[src/rtl/rgb_led_pwm_seq_pkg.sv]
// rgb_led_pwm_seq_pkg: shared mode and breathe-FSM encodings for the RGB LED stage.
package rgb_led_pwm_seq_pkg;

    typedef enum logic [1:0] {
        MODE_OFF     = 2'd0,
        MODE_SOLID   = 2'd1,
        MODE_BLINK   = 2'd2,
        MODE_BREATHE = 2'd3
    } mode_e;

    typedef enum logic [2:0] {
        S_IDLE    = 3'd0,
        S_RISE    = 3'd1,
        S_HOLD_HI = 3'd2,
        S_FALL    = 3'd3,
        S_HOLD_LO = 3'd4
    } state_e;

endpackage

[src/rtl/led_step_timer.sv]
// led_step_timer: fade-step prescaler; tick is high for one clk every DIV clks, held at 0 while clr.
module led_step_timer #(
    parameter int DIV = 78125
) (
    input  logic clk,
    input  logic rst,
    input  logic clr,
    output logic tick
);

    localparam int W = $clog2(DIV);

    logic [W-1:0] cnt_q, cnt_d;

    assign tick = ~clr & (cnt_q == W'(DIV - 1));

    always_comb begin
        cnt_d = (clr | tick) ? '0 : cnt_q + W'(1);
    end

    always_ff @(posedge clk or posedge rst) begin
        if (rst) cnt_q <= '0;
        else     cnt_q <= cnt_d;
    end

endmodule

[src/rtl/rgb_led_pwm_seq.sv]
// rgb_led_pwm_seq: drives the RGB LED pads in off/solid/blink/breathe modes using a
// free-running PWM counter, period-aligned mode capture and a breathe fade FSM.
module rgb_led_pwm_seq
    import rgb_led_pwm_seq_pkg::*;
#(
    parameter int PWM_BITS   = 8,
    parameter int STEP_DIV   = 78125,
    parameter int HOLD_STEPS = 64
) (
    input  logic                clk,
    input  logic                rst,
    input  logic                en,
    input  logic [1:0]          mode,
    input  logic [2:0]          colour,
    input  logic                blink_in,
    output logic                redled,
    output logic                greenled,
    output logic                blueled,
    output logic [PWM_BITS-1:0] level
);

    localparam int HW = $clog2(HOLD_STEPS + 1);
    localparam logic [PWM_BITS-1:0] MAX  = {PWM_BITS{1'b1}};
    localparam logic [PWM_BITS-1:0] ONE  = PWM_BITS'(1);
    localparam logic [HW-1:0]       HEND = HW'(HOLD_STEPS - 1);

    logic [PWM_BITS-1:0] pwm_cnt_q, pwm_cnt_d;
    logic [PWM_BITS-1:0] level_q, level_d;
    logic [HW-1:0]       hold_cnt_q, hold_cnt_d;
    logic [2:0]          colour_q, colour_d;
    logic [2:0]          pad_q, pad_d;
    mode_e               mode_q, mode_d;
    state_e              state_q, state_d;
    logic                en_q;
    logic                step_tick, cap, chg, on;

    led_step_timer #(.DIV(STEP_DIV)) u_step (
        .clk  (clk),
        .rst  (rst),
        .clr  (~en),
        .tick (step_tick)
    );

    // Requests are taken only at a PWM period boundary, or on the first clk of a fresh enable.
    assign cap = en & (~en_q | (pwm_cnt_q == MAX));
    assign chg = cap & (mode_e'(mode) != mode_q);
    assign on  = (level_q == MAX) | (pwm_cnt_q < level_q);

    always_comb begin
        pwm_cnt_d  = en ? pwm_cnt_q + ONE : '0;
        mode_d     = cap ? mode_e'(mode) : mode_q;
        colour_d   = cap ? colour : colour_q;
        pad_d      = en ? (colour_q & {3{on}}) : 3'b000;
        state_d    = state_q;
        level_d    = level_q;
        hold_cnt_d = hold_cnt_q;
        if (!en || chg) begin
            state_d    = S_IDLE;
            level_d    = '0;
            hold_cnt_d = '0;
        end else if (mode_q != MODE_BREATHE) begin
            state_d    = S_IDLE;
            hold_cnt_d = '0;
            level_d    = (mode_q == MODE_SOLID) ? MAX :
                         (mode_q == MODE_BLINK && blink_in) ? MAX : '0;
        end else begin
            unique case (state_q)
                S_IDLE: begin
                    state_d = S_RISE;
                    level_d = '0;
                end
                S_RISE: if (step_tick) begin
                    level_d    = (level_q >= MAX - ONE) ? MAX : level_q + ONE;
                    state_d    = (level_q >= MAX - ONE) ? S_HOLD_HI : S_RISE;
                    hold_cnt_d = '0;
                end
                S_HOLD_HI: if (step_tick) begin
                    state_d    = (hold_cnt_q == HEND) ? S_FALL : S_HOLD_HI;
                    hold_cnt_d = (hold_cnt_q == HEND) ? '0 : hold_cnt_q + HW'(1);
                end
                S_FALL: if (step_tick) begin
                    level_d    = (level_q <= ONE) ? '0 : level_q - ONE;
                    state_d    = (level_q <= ONE) ? S_HOLD_LO : S_FALL;
                    hold_cnt_d = '0;
                end
                S_HOLD_LO: if (step_tick) begin
                    state_d    = (hold_cnt_q == HEND) ? S_RISE : S_HOLD_LO;
                    hold_cnt_d = (hold_cnt_q == HEND) ? '0 : hold_cnt_q + HW'(1);
                end
                default: begin
                    state_d = S_IDLE;
                    level_d = '0;
                end
            endcase
        end
    end

    always_ff @(posedge clk or posedge rst) begin
        if (rst) begin
            pwm_cnt_q  <= '0;
            level_q    <= '0;
            hold_cnt_q <= '0;
            colour_q   <= '0;
            pad_q      <= '0;
            mode_q     <= MODE_OFF;
            state_q    <= S_IDLE;
            en_q       <= 1'b0;
        end else begin
            pwm_cnt_q  <= pwm_cnt_d;
            level_q    <= level_d;
            hold_cnt_q <= hold_cnt_d;
            colour_q   <= colour_d;
            pad_q      <= pad_d;
            mode_q     <= mode_d;
            state_q    <= state_d;
            en_q       <= en;
        end
    end

    assign redled   = pad_q[2];
    assign greenled = pad_q[1];
    assign blueled  = pad_q[0];
    assign level    = level_q;

endmodule
[config.mk]
export PLATFORM = sky130hd
export DESIGN_NAME = rgb_led_pwm_seq
export DESIGN_NICKNAME = d
export VERILOG_FILES = /design/src/rtl/rgb_led_pwm_seq_pkg.sv /design/src/rtl/led_step_timer.sv /design/src/rtl/rgb_led_pwm_seq.sv
export SDC_FILE = /design/constraint.sdc
export NUM_CORES = 1
export LEC_CHECK = 0
export ABC_AREA = 1
export BUFFER_PORTS_ARGS = -buffer_cell sky130_fd_sc_hd__buf_2
export CAP_MARGIN = 0
export CORE_ASPECT_RATIO = 0.9
export CORE_MARGIN = 8
export CORE_UTILIZATION = 35
export CTS_CLUSTER_SIZE = 20
export DETAILED_ROUTE_END_ITERATION = 8
export SLEW_MARGIN = 20
export SYNTH_ARGS = -nofsm -noshare
export SYNTH_HDL_FRONTEND = slang
export SYNTH_HIERARCHICAL = 1
export SYNTH_SLANG_ARGS = --single-unit
[constraint.sdc]
create_clock -name clk -period 5.05 [get_ports clk]
set_input_delay 0 -clock clk [delete_from_list [all_inputs] [get_ports clk]]
set_output_delay 0 -clock clk [all_outputs]
set_load 0.1 [all_outputs]
==> summary.md, run 1 <==
| Metric | Value |
|---|---|
| Worst path cell trace | `inv_1 -> ha_1 -> nand4_1 -> nor2_1 -> nand2_1 -> nor2_1 -> inv_1 -> nand2_1 -> nand2_4 -> nand4_4 -> nand3_1 -> nand2_1` |
| Final Hold Fails | `0` |
| Number of global-route vias before repair | `3,094` |
| P_leak | `1.84 nW` |
| Worst Skew | `0.0117 ns` |
| Syn Nets | `511` |
| Fraction of the yosys area taken by sequential cells | `around 37%` |
| Root buffer cell | `clkbuf_8` |
| Peak fanout along the critical path | `9` |
| Tot GR Track Use | `12.7%` |
| CTS sink cnt | `52` |
| Async SR Flop Fraction | `100%` |
| Vias/cell | `4.95` |
| Fmax | `approximately 520 MHz` |
| TritonCTS clock tree | `built` |
| IO Pins | `20` |
| PortBufs | `19` |
| Total Wirelength | `between 8000 and 9000 microns` |
| Number of remaining DRC errors | `0` |
| Hold Path Origin | `blink_in` |
| Initial antenna violation count | `0` |
| Crit path DAT | `approximately 2.2 ns` |
| Die W | `122 microns` |
| Tot Pwr | `981 uW` |
| Rows | `35` |
| Fin crit period | `about 1.9 ns` |
| Period utilization | `roughly two fifths` |
| Post-Synthesis Cell Area | `around 3500 sq um` |
| Setup TNS | `0 ns` |
| Die area | `13,600 sq um` |
| Drt first-iter violations | `165` |
| Critical path type | `reg2reg` |
| CTS Buffer Depth | `2` |
| Fin Hold WS | `0.305 ns` |
| Placer Congestion | `0.862` |
| Gr ovfl total | `0` |
| Core area | `10,000 sq um` |
| CP max stage delay | `0.43 ns` |
| First-pass GRT wire length | `about 14,000 microns` |
| Largest net degree at the start of global routing | `36` |
| Max Slew Vio Count | `0` |
| Crit path top cell by count | `nand2_1` |
| Unrepaired setup endpoints after global routing | `false` |
| Die Y | `111 microns` |
| Antenna viol nets, final | `0` |
| DP HPWL | `6380 microns` |
| Vias | `about 3,200` |
| Outcome | `finished, final reports clean` |
| FF-to-FF Start | `u_step/cnt_q[0]$_DFF_PP0_` |
| # diodes | `0` |
| Worst vdd ir | `0.136 mV` |
| Clk slew on worst S/H paths | `0.10 ns` |
| Synth cell types | `33` |
| # H-tree levels | `2` |
| Average size of a mapped cell | `7.27 sq um` |
| Synth-to-Final Area Change | `10.2%` |
| Slowest CP cell | `dfrtp_1` |
| Num CTS Buffers | `5` |
| Initial Utilization | `between 30% and 40%` |
| Most used DFF post-synth | `dfrtp_1` |
| First-pass iteration count of the detailed router | `4` |
| Final setup vio count | `0` |
| Yosys reg bits | `52` |
| Worst setup path startpoint | `u_step/cnt_q[0]$_DFF_PP0_` |
| Hold Crit Class | `in2reg` |
| Worst-margin pin slew | `0.643 ns` |
| Nets | `about 540` |
| Routed WL per cell | `13.1 microns` |
| Synthesis Warnings | `6` |
| Post-synth EDFFs | `0` |
| Relative slew slack | `between 50% and 60%` |
| Cell count after synthesis | `487` |
| Worst Path Required | `5.30 ns` |
| CP endpoint kind | `flip-flop` |
| Share of post-route cells with drive strength above 1 | `13.1%` |
| Power Density | `251 nW/um^2` |
| Clock Latency Late Sink | `approximately 0.3 ns` |
| Crit start category | `flip-flop` |
| Max Cap Viol | `0` |
| R2r setup slk | `between 3 and 4 ns` |
flip-flops by register name, indices dropped and copies added (netlist names):
register / cells
u_step/cnt_q: 17
pwm_cnt_q: 8
en_q: 1
pad_q: 3
hold_cnt_q: 7
colour_q: 3
mode_q: 2
state_q: 3
level: 8
per-stage QoR:
stage / worst slack (ns) / utilization (%) / cells / area (sq um)
after floorplan: 2.70 / - / 487 / 3540
after detailed placement: 3.11 / 37.5 / 630 / 3760
after global routing: 2.96 / 38.9 / 642 / 3900
final: 3.13 / 38.9 / 642 / 3900
after global placement: 3.15 / 37.5 / 630 / 3760
after CTS: 3.10 / 38.9 / 642 / 3900
cells by family (layout without fill, tap and decap cells):
group | Yosys count | in the layout | share of synthesized area [%]
buf+inv | 65 | 91 | 7.59
fa+ha+maj | 15 | 15 | 5.30
flops | 52 | 52 | 36.7
simple gates | 306 | 306 | 41.2
compound gates | 34 | 34 | 5.30
xor+xnor | 13 | 13 | 3.21
mux | 2 | 2 | 0.636
where the power goes:
group | internal [mW] | switching (mW)
Combinational | 0.0728 | 0.219
Sequential | 0.437 | 0.0309
Clock | 0.0900 | 0.131
layout make-up:
| cell class | count | area, sq um |
|---|---|---|
| Sequential cell | 52 | 1300 |
| Clock buffer | 5 | 68.8 |
| Multi-Input combinational cell | 370 | 1970 |
| Tap cell | 129 | 161 |
| Inverter | 59 | 226 |
| Fill cell | 1037 | 6130 |
| Timing Repair Buffer | 27 | 173 |
critical path, delay by kind of cell (launching register included):
kind | cells | cell delay [ns]
simple gates | 9 | 1.08
flops | 1 | 0.43
buf+inv | 2 | 0.22
fa+ha+maj | 1 | 0.14
cell usage in the layout (no fill, tap or decap), drive strengths merged:
cell | Yosys | routed
xor2 | 10 | 10
o21a | 2 | 2
nand3 | 58 | 58
clkbuf | 0 | 5
a21oi | 16 | 16
dfrtp | 52 | 52
nor3 | 8 | 8
buf | 6 | 20
clkinv | 1 | 1
o22ai | 1 | 1
nor3b | 1 | 1
ha | 15 | 15
inv | 58 | 58
dlygate4sd3 | 0 | 7
nand4 | 20 | 20
or2 | 1 | 1
nand2 | 138 | 138
xnor2 | 3 | 3
nand3b | 1 | 1
mux2 | 2 | 2
nor2 | 79 | 79
o21ai | 15 | 15
Yosys cell counts, types with 2 or more instances:
cell type	number	share of area (%)
nand2_1	122	13
nor2_1	68	7.2
nand3_1	56	7.9
dfrtp_1	52	37
inv_1	49	5.2
nand4_1	19	3.4
a21oi_1	16	2.3
ha_1	15	5.3
o21ai_0	10	1.4
xor2_1	10	2.5
nand2_2	9	1.6
inv_2	8	0.85
nor3_1	8	1.1
nand2_4	7	2.2
nor2_2	6	1.1
buf_2	4	0.57
nor2_4	4	1.3
o21ai_1	4	0.57
xnor2_1	3	0.74
buf_6	2	0.64
mux2_2	2	0.64
o21a_1	2	0.42
per-layer routing:
layer | GRT usage, % | up-vias | wire (microns)
met3 | 2.18 | 4 | 366
met4 | 3.86 | 0 | 81
met1 | 16.8 | 1484 | 4060
li1 | - | 1624 | -
met2 | 20.5 | 64 | 3870
met5 | 0 | - | 0
worst paths after layout:
path / end / cells past startpoint
hold reg to reg: pad_q[1]$_DFF_PP0_ / 2
hold / removal: level[4]$_DFFE_PP0P_ / 5
setup reg to reg: level[5]$_DFFE_PP0P_ / 12
min in group asynchronous: u_step/cnt_q[16]$_DFF_PP0_ / 3
max in group asynchronous: u_step/cnt_q[3]$_DFF_PP0_ / 3
setup / recovery: level[5]$_DFFE_PP0P_ / 12
timing repair:
item,CTS,global route
resized for setup,0,0
buffers inserted,0,0
hold endpoints to repair,58,0
hold buffers,7,0
setup endpoints to repair,0,0
Note: power is estimated with default switching activity, not from simulation.
==> run 2: changes to the inputs <==
- clock period: 5.05 -> 1.9 ns (I/O delays scaled with it)
==> summary.md, run 2 (same netlist as run 1, synthesis figures left out) <==
| Metric | Value |
|---|---|
| Critical path type | `reg2reg` |
| Largest register FFs | `17 (unchanged)` |
| Nets | `549 (+1.9%)` |
| R2r setup slk | `0.15 ns (-2.98 ns)` |
| WHS Endpoint | `level[4]$_DFFE_PP0P_` |
| CP endpoint kind | `flip-flop` |
| Relative slew slack | `51.7% (-5.4 points)` |
| Fmax | `571 MHz (+9.6%)` |
| Final Hold Fails | `0 (unchanged)` |
| Crit start category | `flip-flop` |
| IO Pins | `20 (unchanged)` |
| Most common cell after layout, fill and taps aside | `nand2_1` |
| First-pass GRT wire length | `14,900 microns (+3.9%)` |
| Initial antenna violation count | `0 (unchanged)` |
| CP top delay family | `simple AND/OR/NAND/NOR gates` |
| Worst vdd ir | `0.315 mV (+130%)` |
| Reg2reg end | `level[7]$_DFFE_PP0P_` |
| Peak fanout along the critical path | `7 (-2)` |
| Final core utilization | `40.4% (+1.5 points)` |
| Worst path cell trace | `buf_4 -> ha_1 -> inv_1 -> nand2_1 -> nand2_1 -> nor2_1 -> nor2_2 -> nand3_1 -> nand3_1 -> nand3_1 -> nand2_1` |
| Tot Pwr | `2.87 mW (+190%)` |
| Worst Skew | `0.0132 ns (+0.00153 ns)` |
| DP HPWL | `6540 microns (+2.5%)` |
| CP max stage delay | `0.48 ns (+0.05 ns)` |
| Hold Crit Class | `in2reg` |
| P_leak | `1.90 nW (+3.4%)` |
| Period utilization | `92.1% (+54 points)` |
| Hold path depth | `5 (unchanged)` |
| Placer Congestion | `0.880 (+2.1%)` |
| # diodes | `0 (unchanged)` |
| Antenna viol nets, final | `0 (unchanged)` |
| Max Cap Viol | `0 (unchanged)` |
| Die area | `13,600 sq um (unchanged)` |
| Num CTS Buffers | `5 (unchanged)` |
| Slowest CP cell | `dfrtp_4` |
| Core area | `10,000 sq um (unchanged)` |
| Largest net degree at the start of global routing | `19 (-47%)` |
| Root buffer cell | `clkbuf_8` |
| Setup TNS | `0 ns (unchanged)` |
| Biggest register | `u_step/cnt_q` |
| Unrepaired setup endpoints after global routing | `false` |
| Vias | `3,217 (+1.3%)` |
| Share of post-route cells with drive strength above 1 | `17.3% (+4.2 points)` |
| Cell total after placement | `639 (+1.4%)` |
| Worst setup margin | `0.149 ns (-2.98 ns)` |
| Synth-to-Final Area Change | `14.5%` |
| Most frequent cells in the layout | `nand2_1, nor2_1, nand3_1` |
| Number of remaining DRC errors | `0 (unchanged)` |
| Gr ovfl total | `0 (unchanged)` |
| Power Density | `708 nW/um^2 (+180%)` |
| Fin crit period | `1.75 ns (-0.169 ns)` |
| Final setup vio count | `0 (unchanged)` |
| FF-to-FF Start | `level[0]$_DFFE_PP0P_` |
| Worst-margin pin slew | `0.723 ns (+0.0803 ns)` |
| Hold Path Origin | `blink_in` |
| Vias/cell | `4.91 (-0.72%)` |
| First-pass iteration count of the detailed router | `4 (unchanged)` |
| Worst setup path startpoint | `level[0]$_DFFE_PP0P_` |
| Worst Path Required | `2.15 ns (-3.15 ns)` |
| Clk slew on worst S/H paths | `0.10 ns (about the same)` |
| Initial Utilization | `35.3% (unchanged)` |
| Crit path DAT | `2.00 ns (-0.17 ns)` |
| CP bufs+invs | `2 (unchanged)` |
| Die Y | `111 microns (unchanged)` |
| Tot GR Track Use | `13.2% (+0.48 points)` |
| Total Wirelength | `8550 microns (+2.0%)` |
| # H-tree levels | `2 (unchanged)` |
| Final cell count without fillers | `655 (+2.0%)` |
| PortBufs | `19 (unchanged)` |
| Routed WL per cell | `13.1 microns (about the same)` |
| TritonCTS clock tree | `built` |
| Number of global-route vias before repair | `3,075 (-0.61%)` |
| CTS Buffer Depth | `2 (unchanged)` |
| CTS sink cnt | `52 (unchanged)` |
| Drt first-iter violations | `222 (+35%)` |
| Die W | `122 microns (unchanged)` |
| Outcome | `finished, final reports clean` |
| Clock Latency Late Sink | `0.31 ns (about the same)` |
| Worst slack, placed | `0.135 ns (-2.98 ns)` |
| Fill count | `1,008 (-2.8%)` |
| Worst Reg-to-Reg Cells | `11 (-1)` |
| Max Slew Vio Count | `0 (unchanged)` |
| Rows | `35 (unchanged)` |
-- run 2: cell types whose count changed in the layout (fill, tap and decap cells not counted), sizes merged --
cell	before	now
buf	20	30
clkinv	1	2
bufinv	0	1
clkbuf	5	6
-- run 2: what timing repair did --
action                     4_1_cts  5_1_grt
buffers inserted                 0        1
setup endpoints to repair        0        8
hold buffers                     7        0
hold endpoints to repair        38        0
resized for setup                0        4
-- run 2: metrics by stage --
| step | instance area, sq um | hold WS [ns] |
|---|---|---|
| 5_1_grt | 4060 | 0.332 |
| 4_1_cts | 4040 | 0.288 |
| 6_report | 4060 | 0.283 |
| 2_1_floorplan | 3550 | -0.0739 |
| 3_5_place_dp | 3840 | 0.131 |
| 3_3_place_gp | 3840 | 0.130 |
-- run 2: worst min-delay path: stages --
cell and delay [ns]:
buf_2 0.08, a21oi_1 0.11, nor2_4 0.22, nand3_1 0.10, nand2_1 0.05
-- run 2: final cells by class --
cell class              count  area, sq um  share of cell area [%]
clock buffers               6         82.6                    2.04
clock inverters             2         38.8                   0.956
inverters                  59          226                    5.58
multi-input cells         370         1980                    48.9
flip-flops and latches     52         1310                    32.4
well taps                 129          161                    3.98
repair buffers             37          248                    6.11
-- run 2: report_power, final --
| group | switching (mW) | total (mW) | internal (mW) |
|---|---|---|---|
| clock network | 0.379 | 0.810 | 0.431 |
| logic | 0.607 | 0.826 | 0.219 |
| registers | 0.0679 | 1.24 | 1.17 |
-- run 2: worst max path at each step --
stage | to | slack (ns) | cells past startpoint
finish | level[7]$_DFFE_PP0P_ | 0.15 | 11
detailed placement | level[7]$_DFFE_PP0P_ | 0.13 | 11
floorplan | level[7]$_DFFE_PP0P_ | 0.06 | 11
global route | hold_cnt_q[6]$_DFFE_PP0P_ | 0.04 | 11
global placement | level[7]$_DFFE_PP0P_ | 0.14 | 11
CTS | level[7]$_DFFE_PP0P_ | 0.11 | 11
-- run 2: routing by layer --
layer  share of wire [%]  up-vias  global-route usage, %
li1                    -     1656                      -
met1                  51     1508                   19.0
met2                  44       48                   19.6
met3                 3.3        5                   2.23
met4                0.89        0                   3.53
met5                   0        -                      0
